**src/rtl/lotr_uart_arb_pkg.sv**
```systemverilog
// lotr_uart_arb_pkg: shared state type and constants for the UART TX arbiter
package lotr_uart_arb_pkg;
    typedef enum logic {IDLE, XFER} t_arb_state;
    localparam logic [7:0] TIMEOUT_CNT_MAX = 8'hFF;
    function automatic int timeout_cnt_w(input int timeout_cyc);
        return $clog2(timeout_cyc + 1);
    endfunction
endpackage

```
**src/rtl/lotr_rr_pick.sv**
```systemverilog
// lotr_rr_pick: combinational round-robin picker, searches upward from the entry after LastGrant
module lotr_rr_pick #(
    parameter int NUM_REQ = 4,
    parameter int IDX_W = $clog2(NUM_REQ)
) (
    input  logic [NUM_REQ-1:0] Req,
    input  logic [IDX_W-1:0]   LastGrant,
    output logic [NUM_REQ-1:0] Pick,
    output logic [IDX_W-1:0]   PickIdx,
    output logic               AnyReq
);
    logic [IDX_W-1:0] w_idx;
    logic             w_found;
    assign AnyReq = |Req;
    // first requester after LastGrant, wrapping, wins
    always_comb begin
        Pick    = '0;
        PickIdx = '0;
        w_found = 1'b0;
        w_idx   = '0;
        for (int k = 1; k <= NUM_REQ; k++) begin
            w_idx = IDX_W'((int'(LastGrant) + k) % NUM_REQ);
            if (!w_found && Req[w_idx]) begin
                w_found       = 1'b1;
                Pick[w_idx]   = 1'b1;
                PickIdx       = w_idx;
            end
        end
    end
endmodule

```
**src/rtl/lotr_uart_tx_arb.sv**
```systemverilog
// lotr_uart_tx_arb: round-robin share of the UART TX serializer, grant held for a whole packet
module lotr_uart_tx_arb
    import lotr_uart_arb_pkg::*;
#(
    parameter int NUM_REQ     = 4,
    parameter int DATA_W      = 8,
    parameter int TIMEOUT_CYC = 1024
) (
    input  logic                      QClk,
    input  logic                      RstQnnnH,
    input  logic [NUM_REQ-1:0]        ReqValid,
    input  logic [NUM_REQ*DATA_W-1:0] ReqData,
    input  logic [NUM_REQ-1:0]        ReqLast,
    output logic [NUM_REQ-1:0]        ReqReady,
    output logic                      TxValid,
    output logic [DATA_W-1:0]         TxData,
    input  logic                      TxReady,
    output logic [NUM_REQ-1:0]        GrantOH,
    output logic                      Busy,
    output logic                      TimeoutPulse,
    output logic [7:0]                TimeoutCnt
);
    localparam int IDX_W = $clog2(NUM_REQ);
    localparam int TW = timeout_cnt_w(TIMEOUT_CYC);
    localparam logic [TW-1:0] GAP_LIMIT = TW'(TIMEOUT_CYC - 1);

    t_arb_state         r_state, w_next;
    logic [NUM_REQ-1:0] r_grant_oh, w_pick;
    logic [IDX_W-1:0]   r_last_grant, w_pick_idx;
    logic [TW-1:0]      r_gap;
    logic               r_tpulse;
    logic [7:0]         r_tcnt;
    logic               w_any, w_busy, w_gvalid, w_accept, w_timeout, w_release;
    logic [DATA_W-1:0]  w_data [NUM_REQ];

    for (genvar i = 0; i < NUM_REQ; i++) begin : g_data
        assign w_data[i] = ReqData[i*DATA_W +: DATA_W];
    end

    lotr_rr_pick #(.NUM_REQ(NUM_REQ)) u_pick (
        .Req       (ReqValid),
        .LastGrant (r_last_grant),
        .Pick      (w_pick),
        .PickIdx   (w_pick_idx),
        .AnyReq    (w_any)
    );

    // r_last_grant doubles as the granted index while in XFER
    assign w_busy       = (r_state == XFER);
    assign w_gvalid     = ReqValid[r_last_grant];
    assign TxValid      = w_busy & w_gvalid & ~RstQnnnH;
    assign TxData       = w_busy ? w_data[r_last_grant] : '0;
    assign ReqReady     = r_grant_oh & {NUM_REQ{TxReady & ~RstQnnnH}};
    assign w_accept     = TxValid & TxReady;
    assign w_timeout    = w_busy & ~w_gvalid & (r_gap == GAP_LIMIT);
    assign w_release    = (w_accept & ReqLast[r_last_grant]) | w_timeout;
    assign GrantOH      = r_grant_oh;
    assign Busy         = w_busy;
    assign TimeoutPulse = r_tpulse;
    assign TimeoutCnt   = r_tcnt;

    // IDLE leaves on any request; XFER ends on the Last beat or a gap timeout
    always_comb begin
        w_next = w_busy ? (w_release ? IDLE : XFER) : (w_any ? XFER : IDLE);
    end

    // grant, gap timer and forced-release bookkeeping
    always_ff @(posedge QClk) begin
        if (RstQnnnH) begin
            r_state      <= IDLE;
            r_grant_oh   <= '0;
            r_last_grant <= IDX_W'(NUM_REQ - 1);
            r_gap        <= '0;
            r_tpulse     <= 1'b0;
            r_tcnt       <= '0;
        end else begin
            r_state  <= w_next;
            r_tpulse <= w_timeout;
            r_tcnt   <= r_tcnt + ((w_timeout && r_tcnt != TIMEOUT_CNT_MAX) ? 8'd1 : 8'd0);
            if (!w_busy) begin
                if (w_any) begin
                    r_grant_oh   <= w_pick;
                    r_last_grant <= w_pick_idx;
                end
                r_gap <= '0;
            end else begin
                if (w_release) r_grant_oh <= '0;
                r_gap <= (w_accept || w_timeout) ? '0 : (w_gvalid ? r_gap : r_gap + 1'b1);
            end
        end
    end
endmodule

```
**config.mk**
```make
export PLATFORM = sky130hd
export DESIGN_NAME = lotr_uart_tx_arb
export DESIGN_NICKNAME = d
export VERILOG_FILES = /design/src/rtl/lotr_uart_arb_pkg.sv /design/src/rtl/lotr_rr_pick.sv /design/src/rtl/lotr_uart_tx_arb.sv
export SDC_FILE = /design/constraint.sdc
export NUM_CORES = 1
export LEC_CHECK = 0
export BUFFER_PORTS_ARGS = -buffer_cell sky130_fd_sc_hd__clkbuf_2
export CORE_ASPECT_RATIO = 2
export CORE_MARGIN = 5
export CORE_UTILIZATION = 45
export DETAILED_ROUTE_END_ITERATION = 16
export GPL_TIMING_DRIVEN = 1
export PLACE_DENSITY_LB_ADDON = 0.3
export SYNTH_ARGS = -nofsm -noshare
export SYNTH_HDL_FRONTEND = slang
export SYNTH_SLANG_ARGS = --single-unit
export TNS_END_PERCENT = 100
```
**constraint.sdc**
```tcl
create_clock -name QClk -period 2.6 [get_ports QClk]
set_input_delay 0.78 -clock QClk [delete_from_list [all_inputs] [get_ports QClk]]
set_output_delay 0.78 -clock QClk [all_outputs]
set_load 0.01 [all_outputs]
```
==> qor.txt <==
most common cell after layout, fill and taps aside -> clkbuf_2
maxcap violations -> 0
Ant. Diodes -> 0
placed cell area -> 2470 sq um
GRT busiest layer -> met2
Critical Setup Path Class -> in -> out
Hold Crit Depth -> 2
CTS tree -> done
Clock Tree Buf Depth -> 2
core area -> 4340 sq um
Overflow after GRT -> 0
RSZ-0062 raised after global routing -> no
post-synthesis simple-gate area fraction -> 0.280
R2R depth -> 7
fill count -> 422
top post-synthesis cells by area -> dfxtp_1, mux4_2, ha_1
Tot GR Track Use -> 0.175
total CTS buffers -> 3
grt met2 use -> 0.345
met1 global-route usage -> 0.169
DRC -> 0
Worst Tran Pin Value -> 0.758 ns
Required @ worst endpoint -> 1.82 ns
CP max stage delay -> 0.54 ns
routed wire length per instance -> 14.6 microns
mux share of post-synthesis cell area -> 0.158
vias in the first global route -> 1939
area of the multi-input gates -> 1350 sq um
FMAX -> 392 MHz
cell with the largest stage delay on the worst path -> mux4_2
Worst Skew -> 0.00367 ns
Startpoint Class -> input port
Yosys reg bits -> 27
initial antenna violation count -> 0
Syn Area/Cell -> 9.93 sq um
Via density -> 5.45
final core occ -> 0.580
Worst-Skew Late Latency -> 0.27 ns
Reg clk slew, reported paths -> 0.08 ns
Power Density -> 688 nW/um^2
post-route minimum period -> 2.55 ns
total length of routed wires -> 4900 microns
most used cell along the critical path -> clkbuf_2
Crit path buffers/inverters -> 2
first-pass GRT wire length -> 8460 microns
Final Hold Fails -> 0
DR iter-0 viols -> 17
Slew headroom -> 0.488
row cnt -> 34
Worst Hold Endpoint -> TimeoutCnt[5]
main combinational cell family by area after synthesis -> simple AND/OR/NAND/NOR gates
Die Y-Extent -> 104 microns
flop-to-flop setup slack -> 0.20 ns
Post-CTS Setup Inserts -> 0
Yosys top cell area share -> 0.272
period utilisation layout -> 0.981
worst-path cell chain -> clkbuf_2, mux4_2, and2_1, clkbuf_2
die width -> 57.0 microns
Design Area, Final -> 2520 sq um
largest net degree at the start of global routing -> 16
clk root buf -> clkbuf_8
M3 GR Usage -> 0.0199
Slew Viols, Final -> 0
H-tree Lvls -> 1
# setup viols final -> 0
share of layout cells above drive strength 1 -> 0.429
post-synthesis xor/xnor area fraction -> 0.0661
register area share after synthesis -> 0.272
Yosys top cell by area -> dfxtp_1
Clock Sinks -> 27
Hold Path Origin -> TimeoutCnt[5]
Worst setup EP type -> output pin
placed insts -> 332
Starting Density -> 0.458
status -> finished clean
CP top delay family -> multiplexers
total number of yosys warnings -> 0
crit path max fanout -> 6
commonest cells after routing, fill and taps aside -> clkbuf_2, dfxtp_1, nor2_1, buf_4
FF-to-FF Start -> r_last_grant[1]
Syn Std Cell Area -> 1990 sq um
power consumption -> 1.73 mW
Final Net Count -> 337
Post-Synthesis Cells -> 200
die area -> 5920 sq um
crit path DAT -> 1.77 ns
Yosys cell types -> 45
final cell count without fillers -> 336
Critical Path Source -> ReqValid[3]
gpl congestion -> 0.818
worst r2r dst -> GrantOH[2]
Syn Nets -> 254
post-synthesis adder-cell area fraction -> 0.0693
Synth Area in Compound Gates -> 0.106
IO Port Bufs -> 69
io pins -> 70
Peak VDD IR -> 0.464 mV
Levels on crit path -> 4
Detail Placement HPWL -> 4080 microns
Setup TNS -> 0 ns
DR pass1 iterations -> 6
register area -> 541 sq um
Area growth syn-to-layout -> 26.8%
antenna viol nets, final -> 0
P_leak -> 1.11 nW
worst min-delay path class -> reg -> reg
via count -> 1830
==> synthesized netlist by cell type, drive strengths merged <==
| cell type | n |
|---|---|
| a31oi | 2 |
| nor4b | 2 |
| or3b | 1 |
| nand4 | 2 |
| nor2 | 24 |
| and2 | 13 |
| nand2b | 1 |
| xnor2 | 9 |
| a221o | 10 |
| inv | 2 |
| mux2i | 1 |
| o211a | 1 |
| nor3 | 8 |
| o21ai | 3 |
| nand3 | 7 |
| mux2 | 1 |
| a221oi | 1 |
| mux4 | 13 |
| nor2b | 10 |
| nand2 | 8 |
| dfxtp | 27 |
| ha | 11 |
| or3 | 2 |
| and4 | 3 |
| buf | 10 |
| clkbuf | 2 |
| nor3b | 3 |
| and3 | 2 |
| a2111oi | 1 |
| a311o | 1 |
| or4 | 1 |
| nand3b | 1 |
| xor2 | 6 |
| a21oi | 7 |
| nor4 | 4 |
==> cell families (layout without fill, tap and decap cells) <==
kind of cell / Yosys count / in the layout
adder cells (fa/ha/maj): 11 / 11
flip-flops: 27 / 27
AND/OR/NAND/NOR: 92 / 92
XOR/XNOR: 15 / 15
multiplexers: 15 / 15
buffers and inverters: 14 / 96
AO/OA/AOI/OAI: 26 / 26
==> flip-flops by register name (all words and copies together) (netlist names) <==
signal / count
r_gap: 11
TimeoutCnt: 8
TimeoutPulse: 1
Busy: 1
GrantOH: 4
r_last_grant: 2
==> metal layers <==
layer / up-vias / share of wire
met3: 8 / 0.041
met1: 873 / 0.35
met5: - / 0
met2: 47 / 0.59
met4: 0 / 0.022
li1: 902 / -
==> worst register-to-register path: stages (launching register included) <==
cell and delay [ns]:
dfxtp_1 0.44, inv_1 0.09, ha_1 0.40, mux4_2 0.38, or4_4 0.47, nor3_1 0.30, a221o_2 0.17, a221o_1 0.10
==> layout make-up <==
cell class | count | share of cell area
sequential | 27 | 0.215
timing repair buffer | 90 | 0.201
clock buffer | 4 | 0.0179
inverter | 2 | 0.00298
multi-input combinational | 159 | 0.537
tap | 54 | 0.0268
==> worst max-delay path by stage <==
stage	end	slack, ns
after global placement	GrantOH[2]	0.01
final	TxValid	0.05
after detailed placement	GrantOH[2]	-0.01
after CTS	TxData[0]	0.05
after global routing	TxValid	0.01
after floorplan	TimeoutCnt[5]	0.01
==> metrics by stage <==
stage / hold slack [ns] / setup WS [ns]
final: 0.522 / 0.0487
after global placement: 0.497 / 0.0124
after global routing: 0.565 / 0.0109
after detailed placement: 0.512 / -0.0119
after CTS: 0.524 / 0.0467
after floorplan: 0.485 / 0.0140
==> report_power, final <==
part | internal, mW | leakage, nW | switching (mW)
logic | 0.508 | 0.873 | 0.491
clock network | 0.110 | 0.0228 | 0.123
registers | 0.455 | 0.219 | 0.0466
total | 1.07 | 1.11 | 0.661
==> timing repair <==
| action | CTS | global route |
|---|---|---|
| hold buffers | 0 | 0 |
| gates resized for setup | 0 | 1 |
| endpoints found under the setup margin | 0 | 7 |
Note: power is estimated with default switching activity, not from simulation.
